[src/rtl/mem_ctrl_pkg.sv]
// mem_ctrl_pkg
//   Shared definitions for the MAR/MDR memory controller.
//   - state_e         : control FSM states (idle, request outstanding, done)
//   - POISON          : data written into MDR when a read is aborted by timeout
//   - TIMEOUT_DEFAULT : default number of request cycles before abort
//   The timeout path is only built when MEM_TIMEOUT_EN is defined.
package mem_ctrl_pkg;

   typedef enum logic [1:0] {
      S_IDLE = 2'd0,
      S_REQ  = 2'd1,
      S_DONE = 2'd2
   } state_e;

   localparam logic [15:0] POISON          = 16'hDEAD;
   localparam int          TIMEOUT_DEFAULT = 15;

endpackage

[src/rtl/mem_timeout_cnt.sv]
// mem_timeout_cnt
//   Loadable down-counter that bounds how long a memory request may stay
//   outstanding. Only instantiated when MEM_TIMEOUT_EN is defined.
//   Ports:
//     clk    in  rising-edge clock
//     rst_n  in  asynchronous active-low reset
//     load   in  reload the counter with TIMEOUT (request accepted)
//     dec    in  decrement by one (request cycle without ack)
//     expire out the current request cycle is the last one allowed
module mem_timeout_cnt
   import mem_ctrl_pkg::*;
#(
   parameter int TIMEOUT = TIMEOUT_DEFAULT
) (
   input  logic clk,
   input  logic rst_n,
   input  logic load,
   input  logic dec,
   output logic expire
);

   localparam int CW = (TIMEOUT < 1) ? 1 : $clog2(TIMEOUT + 1);
   localparam logic [CW-1:0] LOAD_VAL = CW'(TIMEOUT);

   logic [CW-1:0] cnt_q;
   logic [CW-1:0] cnt_d;

   always_comb begin
      cnt_d = cnt_q;
      if (load) begin
         cnt_d = LOAD_VAL;
      end else if (dec && (cnt_q != '0)) begin
         cnt_d = cnt_q - 1'b1;
      end
   end

   always_ff @(posedge clk or negedge rst_n) begin
      if (!rst_n) begin
         cnt_q <= '0;
      end else begin
         cnt_q <= cnt_d;
      end
   end

   // The decrement that would take the count to zero is the abort edge, so a
   // request gets exactly TIMEOUT cycles (at least one when TIMEOUT is 0).
   assign expire = (cnt_q <= CW'(1));

endmodule

[src/rtl/mem_data_ctrl.sv]
// mem_data_ctrl
//   MAR/MDR register pair plus the memory read/write handshake FSM.
//   Optional feature macro: MEM_TIMEOUT_EN (request timeout with sticky Fault).
//   Ports:
//     Clk, Reset_n        clock, asynchronous active-low reset
//     Bus                 datapath bus, source of MAR/MDR loads
//     LD_MAR, LD_MDR      register loads, honoured only while idle
//     MIO_EN              1 = memory transaction mode, 0 = bus-load mode
//     Start, WE           launch an access (WE=1 write, WE=0 read)
//     MDR_Out, MAR_Out    register contents
//     R                   one-cycle completion pulse
//     Busy                access in progress
//     Fault               sticky timeout flag (0 without MEM_TIMEOUT_EN)
//     MemReq, MemWE       registered request / write enable to memory
//     MemAddr, MemWData   address and write data to memory
//     MemRData, MemAck    read data and single-cycle completion from memory
//
//   Handshake: MemReq rises on the edge that accepts Start and stays high
//   until the edge that samples MemAck (or the timeout expires); MemWE,
//   MemAddr and MemWData are held constant for that whole interval. R is
//   high for the single cycle after completion.
module mem_data_ctrl
   import mem_ctrl_pkg::*;
#(
   parameter int N       = 16,
   parameter int ADDR_W  = 16,
   parameter int TIMEOUT = TIMEOUT_DEFAULT
) (
   input  logic              Clk,
   input  logic              Reset_n,
   input  logic [N-1:0]      Bus,
   input  logic              LD_MAR,
   input  logic              LD_MDR,
   input  logic              MIO_EN,
   input  logic              Start,
   input  logic              WE,
   output logic [N-1:0]      MDR_Out,
   output logic [ADDR_W-1:0] MAR_Out,
   output logic              R,
   output logic              Busy,
   output logic              Fault,
   output logic              MemReq,
   output logic              MemWE,
   output logic [ADDR_W-1:0] MemAddr,
   output logic [N-1:0]      MemWData,
   input  logic [N-1:0]      MemRData,
   input  logic              MemAck
);

   state_e            state_q, state_d;
   logic [ADDR_W-1:0] mar_q, mar_d;
   logic [N-1:0]      mdr_q, mdr_d;
   logic [ADDR_W-1:0] req_addr_q, req_addr_d;
   logic              mem_req_q, mem_req_d;
   logic              mem_we_q, mem_we_d;
   logic [ADDR_W-1:0] bus_addr;
   logic              start_ok;

   // MAR takes the low bus bits; a wider MAR is zero-filled.
   generate
      if (ADDR_W <= N) begin : g_addr_narrow
         assign bus_addr = Bus[ADDR_W-1:0];
      end else begin : g_addr_wide
         assign bus_addr = {{(ADDR_W-N){1'b0}}, Bus};
      end
   endgenerate

   assign start_ok = (state_q == S_IDLE) && Start && MIO_EN;

`ifdef MEM_TIMEOUT_EN
   localparam logic [N-1:0] POISON_N = N'(POISON);

   logic fault_q, fault_d;
   logic cnt_expire;

   mem_timeout_cnt #(
      .TIMEOUT (TIMEOUT)
   ) u_timeout (
      .clk    (Clk),
      .rst_n  (Reset_n),
      .load   (start_ok),
      .dec    ((state_q == S_REQ) && !MemAck),
      .expire (cnt_expire)
   );
`endif

   always_comb begin
      state_d    = state_q;
      mar_d      = mar_q;
      mdr_d      = mdr_q;
      req_addr_d = req_addr_q;
      mem_req_d  = mem_req_q;
      mem_we_d   = mem_we_q;
`ifdef MEM_TIMEOUT_EN
      fault_d    = fault_q;
`endif
      unique case (state_q)
         S_IDLE: begin
            if (LD_MAR) begin
               mar_d = bus_addr;
            end
            if (LD_MDR && !MIO_EN) begin
               mdr_d = Bus;
            end
            if (start_ok) begin
               // Capture the pre-edge MAR so a same-edge LD_MAR only affects
               // the next access.
               state_d    = S_REQ;
               mem_req_d  = 1'b1;
               mem_we_d   = WE;
               req_addr_d = mar_q;
            end
         end
         S_REQ: begin
            // Ack is checked first so it wins over a same-edge timeout.
            if (MemAck) begin
               if (!mem_we_q) begin
                  mdr_d = MemRData;
               end
               mem_req_d = 1'b0;
               state_d   = S_DONE;
            end
`ifdef MEM_TIMEOUT_EN
            else if (cnt_expire) begin
               if (!mem_we_q) begin
                  mdr_d = POISON_N;
               end
               mem_req_d = 1'b0;
               fault_d   = 1'b1;
               state_d   = S_DONE;
            end
`endif
         end
         S_DONE: begin
            state_d = S_IDLE;
         end
         default: begin
            state_d   = S_IDLE;
            mem_req_d = 1'b0;
         end
      endcase
   end

   always_ff @(posedge Clk or negedge Reset_n) begin
      if (!Reset_n) begin
         state_q    <= S_IDLE;
         mar_q      <= '0;
         mdr_q      <= '0;
         req_addr_q <= '0;
         mem_req_q  <= 1'b0;
         mem_we_q   <= 1'b0;
`ifdef MEM_TIMEOUT_EN
         fault_q    <= 1'b0;
`endif
      end else begin
         state_q    <= state_d;
         mar_q      <= mar_d;
         mdr_q      <= mdr_d;
         req_addr_q <= req_addr_d;
         mem_req_q  <= mem_req_d;
         mem_we_q   <= mem_we_d;
`ifdef MEM_TIMEOUT_EN
         fault_q    <= fault_d;
`endif
      end
   end

   assign MDR_Out  = mdr_q;
   assign MAR_Out  = mar_q;
   assign R        = (state_q == S_DONE);
   assign Busy     = (state_q != S_IDLE);
   assign MemReq   = mem_req_q;
   assign MemWE    = mem_we_q;
   // MAR cannot change while busy, so outside idle the captured address is
   // the MAR value the access was launched with.
   assign MemAddr  = (state_q == S_IDLE) ? mar_q : req_addr_q;
   assign MemWData = mdr_q;

`ifdef MEM_TIMEOUT_EN
   assign Fault = fault_q;
`else
   assign Fault = 1'b0;
`endif

endmodule

[config.mk]
export PLATFORM = sky130hd
export DESIGN_NAME = mem_data_ctrl
export DESIGN_NICKNAME = d
export VERILOG_FILES = /design/src/rtl/mem_ctrl_pkg.sv /design/src/rtl/mem_timeout_cnt.sv /design/src/rtl/mem_data_ctrl.sv
export SDC_FILE = /design/constraint.sdc
export NUM_CORES = 1
export LEC_CHECK = 0
export CORE_MARGIN = 2
export CORE_UTILIZATION = 46
export CTS_CLUSTER_SIZE = 20
export DETAILED_ROUTE_END_ITERATION = 8
export PLACE_DENSITY = 0.85
export SLEW_MARGIN = 20
export SYNTH_ARGS = -nofsm -noshare
export SYNTH_HDL_FRONTEND = slang
export SYNTH_SLANG_ARGS = --single-unit
[constraint.sdc]
create_clock -name Clk -period 2.9 [get_ports Clk]
set_clock_uncertainty 0.2 [all_clocks]
set_input_delay 0.58 -clock Clk [delete_from_list [all_inputs] [get_ports Clk]]
set_output_delay 0.58 -clock Clk [all_outputs]
set_load 0.1 [all_outputs]
# ---- Yosys cells after proc, flatten, opt, wreduce, memory -nomap -nowiden
# Cells that the tools add are included.
dict set report word_totals {
  ff_bits 52
  latchBits 0
  mem_bits_rw 0
  mem_bits_ro 0
  in_bits 40
  output_inout_bits 69
  word_cells 36
  n_memories 0
}
dict set report op_classes {
  addsub 0
  mul 0
  div_mod_pow 0
  order_cmp 0
  eq_ne 6
  n_shift 0
  muxes 11
  n_bitwise 1
  reduce_logical 12
}
# cell n
set ops {}
lappend ops {{$mux 16} 4}
lappend ops {{$pmux 16 s2} 1}
lappend ops {{$ne 2x2->1 const B} 3}
lappend ops {{$reduce_and 2->1} 3}
lappend ops {{$mux 2} 2}
lappend ops {{$pmux 2 s2} 1}
lappend ops {{$reduce_and 4->1} 1}
lappend ops {{$reduce_bool 2->1} 2}
lappend ops {{$logic_and 1x1->1} 3}
lappend ops {{$pmux 1 s3} 1}
lappend ops {{$reduce_and 3->1} 1}
lappend ops {{$eq 2x1->1 const B} 1}
lappend ops {{$eq 2x2->1 const B} 1}
lappend ops {{$logic_not 2->1} 1}
lappend ops {{$mux 1} 2}
lappend ops {{$ne 2x1->1 const B} 1}
lappend ops {{$logic_not 1->1} 1}
lappend ops {{$not 1->1} 1}

# ---- Longest topological paths before layout
# Gate-level depths: netlist (run 1).
dict set report depth {
  depth_word 5
  depth_mapped 6
  mapped_depth_nobuf 3
}

# ---- Worst setup path after synthesis (run 1)
# No wires, ideal clock.
dict set report synth_path {
  kind {register -> output}
  startpoint {register mar_q[10], in the netlist MAR_Out[10]}
  endpoint {output MemAddr[10]}
  arrival_ps 1580
  required_ps 2120
  path_slack_ps 540
  path_stages_with_launch 2
  cell_sequence {dfrtp_1 > mux2_2}
}
dict set report synth_between {
  elab_chain_len 1
}
# element line_no
set synth_lines {}
lappend synth_lines {{start, declared} mem_data_ctrl.sv:51} ;# logic [ADDR_W-1:0] mar_q, mar_d;
lappend synth_lines {{start signal, assigned} mem_data_ctrl.sv:157} ;# mar_q <= mar_d;
lappend synth_lines {{$mux 16} mem_data_ctrl.sv:176} ;# assign MemAddr = (state_q == S_IDLE) ? mar_q : req_addr_q;
lappend synth_lines {{end, declared} mem_data_ctrl.sv:44} ;# output logic [ADDR_W-1:0] MemAddr,
# Every way passes these cells.

# ---- Worst setup path after layout (run 1)
dict set report layout_path {
  startpoint {register state_q[0]}
  endpoint {output MemAddr[6]}
}
dict set report layout_between {
  elab_chain_len 2
}
# element line_no
set layout_lines {}
lappend layout_lines {{start, declared} mem_data_ctrl.sv:50} ;# state_e state_q, state_d;
lappend layout_lines {{start signal, assigned} mem_data_ctrl.sv:156} ;# state_q <= state_d;
lappend layout_lines {{$logic_not 2->1} mem_data_ctrl.sv:176}
lappend layout_lines {{$mux 16} mem_data_ctrl.sv:176}
# Every way passes these cells.

==> results.json, run 1 <==
{
  "drt_iter0_markers": 51,
  "synth_area_leaders": "dfrtp_1 (50%), mux2_2 (23%), mux2_4 (9.8%), buf_4 (5.2%), mux2_1 (5.2%)",
  "worstSkewPairLatency_ns": 0.29,
  "drt_wl_total_um": 5790,
  "fin_crit_sh_pct": 82.6,
  "chipHeight_um": 79.2,
  "antenna_found_initial": 0,
  "rsz0062_at_grt": "false",
  "grtUsageTotal_pct": 19.0,
  "initial_core_util_pct": 47.5,
  "worstSetupPathType": "flop to primary output",
  "cts_setup_buffers": 0,
  "wl_per_cell_um": 17.1,
  "first_pass_iters": 3,
  "route.detailed.drc": 0,
  "drv_slew": 0,
  "worstSetupEndpointType": "primary output",
  "h-tree-depth": 2,
  "via_per_inst": 4.95,
  "maxCapViolations": 0,
  "ys_seq_area_share_pct": 50.1,
  "multi_input_area_um2": 1060,
  "fillers": 418,
  "critical_path_required_ns": 2.12,
  "dieArea_um2": 6270,
  "tightest_slew_ns": 0.624,
  "start_kind": "flop",
  "avgSynthCellArea_um2": 14.8,
  "regArea_um2": 1300,
  "yosysTopAreaCell": "dfrtp_1",
  "synth_top_area_share_pct": 50.1,
  "area_growth_pct": 42.3,
  "io_pins": 109,
  "relSlewSlack_pct": 58.4,
  "path_max_fanout": 11,
  "synth_fp_nets": 215,
  "core_um2": 5470,
  "cts-root-buf": "clkbuf_8",
  "rows": 27,
  "cts_tree": "done",
  "dp_hpwl_um": 4300,
  "hp-class": "primary input to async pin",
  "status": "finished, final reports clean",
  "cts_resized": 0,
  "tns_ns": 0,
  "grt_max_degree": 28,
  "n_antenna_cell": 0,
  "ys_ff_latch": 52,
  "die_w_um": 79.2,
  "cts_hold_buf": 0,
  "syn_area_um2": 2600,
  "drive_gt1_share_pct": 58.1,
  "finalNetCount": 309,
  "grt_pass1_vias": 1742,
  "max_freq_ghz": 0.417,
  "clock_path_buffers": 2,
  "grt_pass1_wl_um": 9030,
  "clock-sinks": 52,
  "gpl.final_weighted_congestion": 0.686,
  "fin_crit_ns": 2.40,
  "ys_warn_count": 0,
  "cts_buffers": 5,
  "finalSetupViolCount": 0,
  "clkTransAtPathRegs_ns": 0.08,
  "netlist-cell-type-count": 19,
  "io_buffers": 107,
  "num_vias": 1677,
  "hold_viol_final": 0,
  "ant_nets": 0,
  "synthCells": 175,
  "grt_overflow_total": 0,
  "cp.arrival_ns": 1.62
}
## sequential cells by signal (all words and copies together) (netlist names)
| signal | cells |
|---|---|
| state_q | 2 |
| MemReq | 1 |
| MDR_Out | 16 |
| MemWE | 1 |
| MAR_Out | 16 |
| req_addr_q | 16 |
## placed cells by master, fill, tap and decap left out, drive strengths merged
| cell type | n |
|---|---|
| a21o | 1 |
| a32o | 1 |
| and2 | 2 |
| and2b | 1 |
| and3 | 1 |
| buf | 76 |
| clkbuf | 5 |
| clkdlybuf4s50 | 38 |
| conb | 1 |
| dfrtp | 52 |
| inv | 3 |
| mux2 | 81 |
| nor2 | 1 |
| nor2b | 2 |
| o21a | 1 |
| o21ai | 1 |
## synth_stat cells
master / n
inv_1: 3
mux2_4: 17
conb_1: 1
a32o_2: 1
o21ai_0: 1
and2_1: 2
buf_12: 1
mux2_2: 52
mux2_1: 12
dfrtp_1: 52
nor2_1: 1
buf_2: 3
and3_4: 1
and2b_2: 1
nor2b_1: 2
buf_6: 5
buf_4: 18
o21a_1: 1
a21o_1: 1
## worst paths after layout
check / startpoint / endpoint / slack [ns] / cells past startpoint
setup / recovery: state_q[0]$_DFFE_PN0P_ / MemAddr[6] / 0.50 / 4
hold / removal: Reset_n / MAR_Out[12]$_DFFE_PN0P_ / 0.09 / 1
setup reg to reg: state_q[0]$_DFFE_PN0P_ / MDR_Out[13]$_DFFE_PN0P_ / 0.82 / 4
hold reg to reg: req_addr_q[8]$_DFFE_PN0P_ / req_addr_q[8]$_DFFE_PN0P_ / 0.30 / 1
max in group asynchronous: Reset_n / MAR_Out[2]$_DFFE_PN0P_ / 1.85 / 2
min in group Clk: req_addr_q[8]$_DFFE_PN0P_ / req_addr_q[8]$_DFFE_PN0P_ / 0.30 / 1
## final cells by class
cell class              count  area share, %
flip-flops and latches     52           35.2
repair buffers            114           31.4
multi-input cells          93           28.8
well taps                  72           2.44
clock buffers               5           1.86
inverters                   3          0.305
## critical path, stage by stage (launching register included)
cell	delay, ns
dfrtp_1	0.42
nor2_2	0.13
buf_4	0.21
mux2_2	0.39
buf_12	0.17
## routing by layer
layer	up-vias	track usage (%)	part of all wire, %
met3	5	5.80	8.4
met2	79	30.3	47
met4	0	5.00	0.85
li1	775	-	-
met1	818	25.3	44
met5	-	0	0
## stage by stage
| step | hold WS [ns] | cell area, µm² | util [%] | worst slack (ns) | std cells |
|---|---|---|---|---|---|
| 5_1_grt | 0.136 | 3700 | 67.6 | 0.446 | 339 |
| 2_1_floorplan | 0.0844 | 2600 | - | 0.540 | 175 |
| 3_3_place_gp | 0.270 | 3630 | 66.3 | 0.501 | 334 |
| 6_report | 0.0945 | 3700 | 67.6 | 0.505 | 339 |
| 3_5_place_dp | 0.281 | 3630 | 66.3 | 0.450 | 334 |
| 4_1_cts | 0.0981 | 3700 | 67.6 | 0.481 | 339 |
## cell families after synthesis
logic type             Yosys count  share of synthesized area [%]
AO/OA/AOI/OAI                    4                           1.20
buffers and inverters           30                           9.15
flip-flops                      52                           50.1
multiplexers                    81                           37.6
other                            1                          0.144
AND/OR/NAND/NOR                  7                           1.88
Power of run 1 is not shown: default switching activity piles up to over one toggle a cycle in this logic, so the estimate is an artifact.
==> inputs of run 2 (changes only) <==
--- a/config.mk
+++ b/config.mk
@@ -6,10 +6,10 @@
 export NUM_CORES = 1
 export LEC_CHECK = 0
 export CORE_MARGIN = 2
-export CORE_UTILIZATION = 46
+export CORE_UTILIZATION = 43
 export CTS_CLUSTER_SIZE = 20
 export DETAILED_ROUTE_END_ITERATION = 8
-export PLACE_DENSITY = 0.85
+export PLACE_DENSITY = 0.81
 export SLEW_MARGIN = 20
 export SYNTH_ARGS = -nofsm -noshare
 export SYNTH_HDL_FRONTEND = slang
==> constraint.sdc (replaced) <==
create_clock -name Clk -period 2.25 [get_ports Clk]
set_clock_uncertainty 0.2 [all_clocks]
set_input_delay 0.45 -clock Clk [delete_from_list [all_inputs] [get_ports Clk]]
set_output_delay 0.45 -clock Clk [all_outputs]
set_load 0.1 [all_outputs]
==> run 2 against run 1 <==
  * Worst setup slack worse by 0.50 ns
  * Largest cell class unchanged
  * Die area grew 6.6%
  * Routed wire length is 2.0% lower
  * Utilization down 3.1 points
  * First-iteration DRC count up 3.9%
==> results.json, run 2 (synthesized netlist as in run 1, its figures left out) <==
{
  "multi_input_area_um2": 1080,
  "chipHeight_um": 81.7,
  "status": "finished, final reports clean",
  "maxCapViolations": 0,
  "cp_cell_sequence": "nor2_4, buf_6, mux2_2, buf_12",
  "route.detailed.drc": 0,
  "drt_wl_total_um": 5670,
  "clock-sinks": 52,
  "cts-root-buf": "clkbuf_8",
  "finalSetupViolCount": 0,
  "grt_pass1_vias": 1772,
  "drv_slew": 0,
  "hold_viol_final": 0,
  "first_pass_iters": 4,
  "dp_hpwl_um": 4130,
  "cts_tree": "done",
  "clkTransAtPathRegs_ns": 0.08,
  "relSlewSlack_pct": 57.6,
  "cp.arrival_ns": 1.59,
  "drt_iter0_markers": 53,
  "tns_ns": 0,
  "rr_startpoint": "state_q[0]$_DFFE_PN0P_",
  "drive_gt1_share_pct": 59.1,
  "grt_overflow_total": 0,
  "worstSkewPairLatency_ns": 0.30,
  "rsz0062_at_grt": "true",
  "area_growth_pct": 46.0,
  "ant_nets": 0,
  "io_pins": 109,
  "dieArea_um2": 6680,
  "clock_path_buffers": 2,
  "fin_crit_ns": 2.24,
  "path_max_fanout": 9,
  "final_cell_mix": "buf_4 (59), dfrtp_1 (51), mux2_2 (50)",
  "grt_pass1_wl_um": 9160,
  "critical_path_required_ns": 1.60,
  "worstSetupPathType": "flop to primary output",
  "stdcell_count": 349,
  "max_freq_ghz": 0.446,
  "num_vias": 1687,
  "h-tree-depth": 2,
  "regToRegEndpoint": "MDR_Out[8]$_DFFE_PN0P_",
  "die_w_um": 81.7,
  "worstSetupEndpointType": "primary output",
  "final_common_cell": "buf_4",
  "io_buffers": 107,
  "fillers": 447,
  "grt_max_degree": 53,
  "finalNetCount": 314,
  "antenna_found_initial": 0,
  "cp_slowest_cell": "dfrtp_1",
  "critPathMaxStageDelay_ns": 0.41,
  "reg2reg_depth": 6,
  "n_antenna_cell": 0,
  "placed_cells": 338,
  "initial_core_util_pct": 44.2,
  "gpl.final_weighted_congestion": 0.703,
  "grtUsageTotal_pct": 18.2,
  "via_per_inst": 4.83,
  "regArea_um2": 1300,
  "core_um2": 5890,
  "start_kind": "flop",
  "reg2reg_slack_ns": 0.35,
  "hp-class": "primary input to async pin",
  "hold_slack_ns": 0.0530,
  "tightest_slew_ns": 0.636,
  "wl_per_cell_um": 16.3,
  "rows": 28,
  "cts_buffers": 5,
  "fin_crit_sh_pct": 99.7
}
run 2: cell types whose count changed in the layout (fill, tap and decap cells not counted), sizes merged:
cell / previous run / this run
clkinv: 0 / 1
buf: 76 / 81
clkbuf: 5 / 6
run 2: critical path, delay by kind of cell, from the launching register on:
kind	cells	cell delay (ns)
buffers and inverters	2	0.34
DFF	1	0.41
muxes	1	0.37
and+or+nand+nor	1	0.17
run 2: worst max path at each step:
stage / start / endpoint / slack [ns]
finish: state_q[0]$_DFFE_PN0P_ / MemAddr[7] / 0.008
global route: state_q[0]$_DFFE_PN0P_ / MemAddr[15] / -0.04
CTS: state_q[1]$_DFFE_PN0P_ / MemAddr[2] / 0.003
detailed placement: MemAck / MDR_Out[3]$_DFFE_PN0P_ / 0.07
global placement: MemAck / MDR_Out[3]$_DFFE_PN0P_ / 0.16
floorplan: MAR_Out[10]$_DFFE_PN0P_ / MemAddr[10] / 0.02
run 2: repair_timing:
item / in CTS / in global routing
cloned: 1 / 0
endpoints found under the setup margin: 15 / 16
hold buffers: 0 / 0
gates resized for setup: 5 / 2
buffers inserted: 3 / 0
run 2: final cells by class:
type	count	area share [%]
Clock buffer	6	1.91
Clock inverter	1	0.132
Inverter	3	0.297
Multi-Input combinational cell	93	28.4
Sequential cell	52	34.3
Tap cell	75	2.47
Timing Repair Buffer	119	32.5
run 2: layer usage:
metal	wire length (µm)	GRT usage, %	vias to the layer above
met4	61	4.33	0
li1	-	-	786
met5	0	0	-
met1	2480	24.3	806
met2	2620	29.3	86
met3	519	5.16	9
run 2: per-stage QoR:
step	instance area (µm²)	setup WS [ns]	util, %
2_1_floorplan	2600	0.0199	-
3_3_place_gp	3660	0.157	62.3
3_5_place_dp	3660	0.0732	62.3
4_1_cts	3790	0.00346	64.3
5_1_grt	3790	-0.0446	64.5
6_report	3790	0.00750	64.5
Power of run 2 is left out for the same reason.
==> inputs of run 3 (changes only) <==
--- a/config.mk
+++ b/config.mk
@@ -7,6 +7,7 @@
 export LEC_CHECK = 0
 export CORE_MARGIN = 2
 export CORE_UTILIZATION = 43
+export CTS_CLUSTER_DIAMETER = 60
 export CTS_CLUSTER_SIZE = 20
 export DETAILED_ROUTE_END_ITERATION = 8
 export PLACE_DENSITY = 0.81
==> results of run 3 <==
Final layout, timing and power as in run 2 (identical DEF).
Power of run 3 is left out for the same reason.
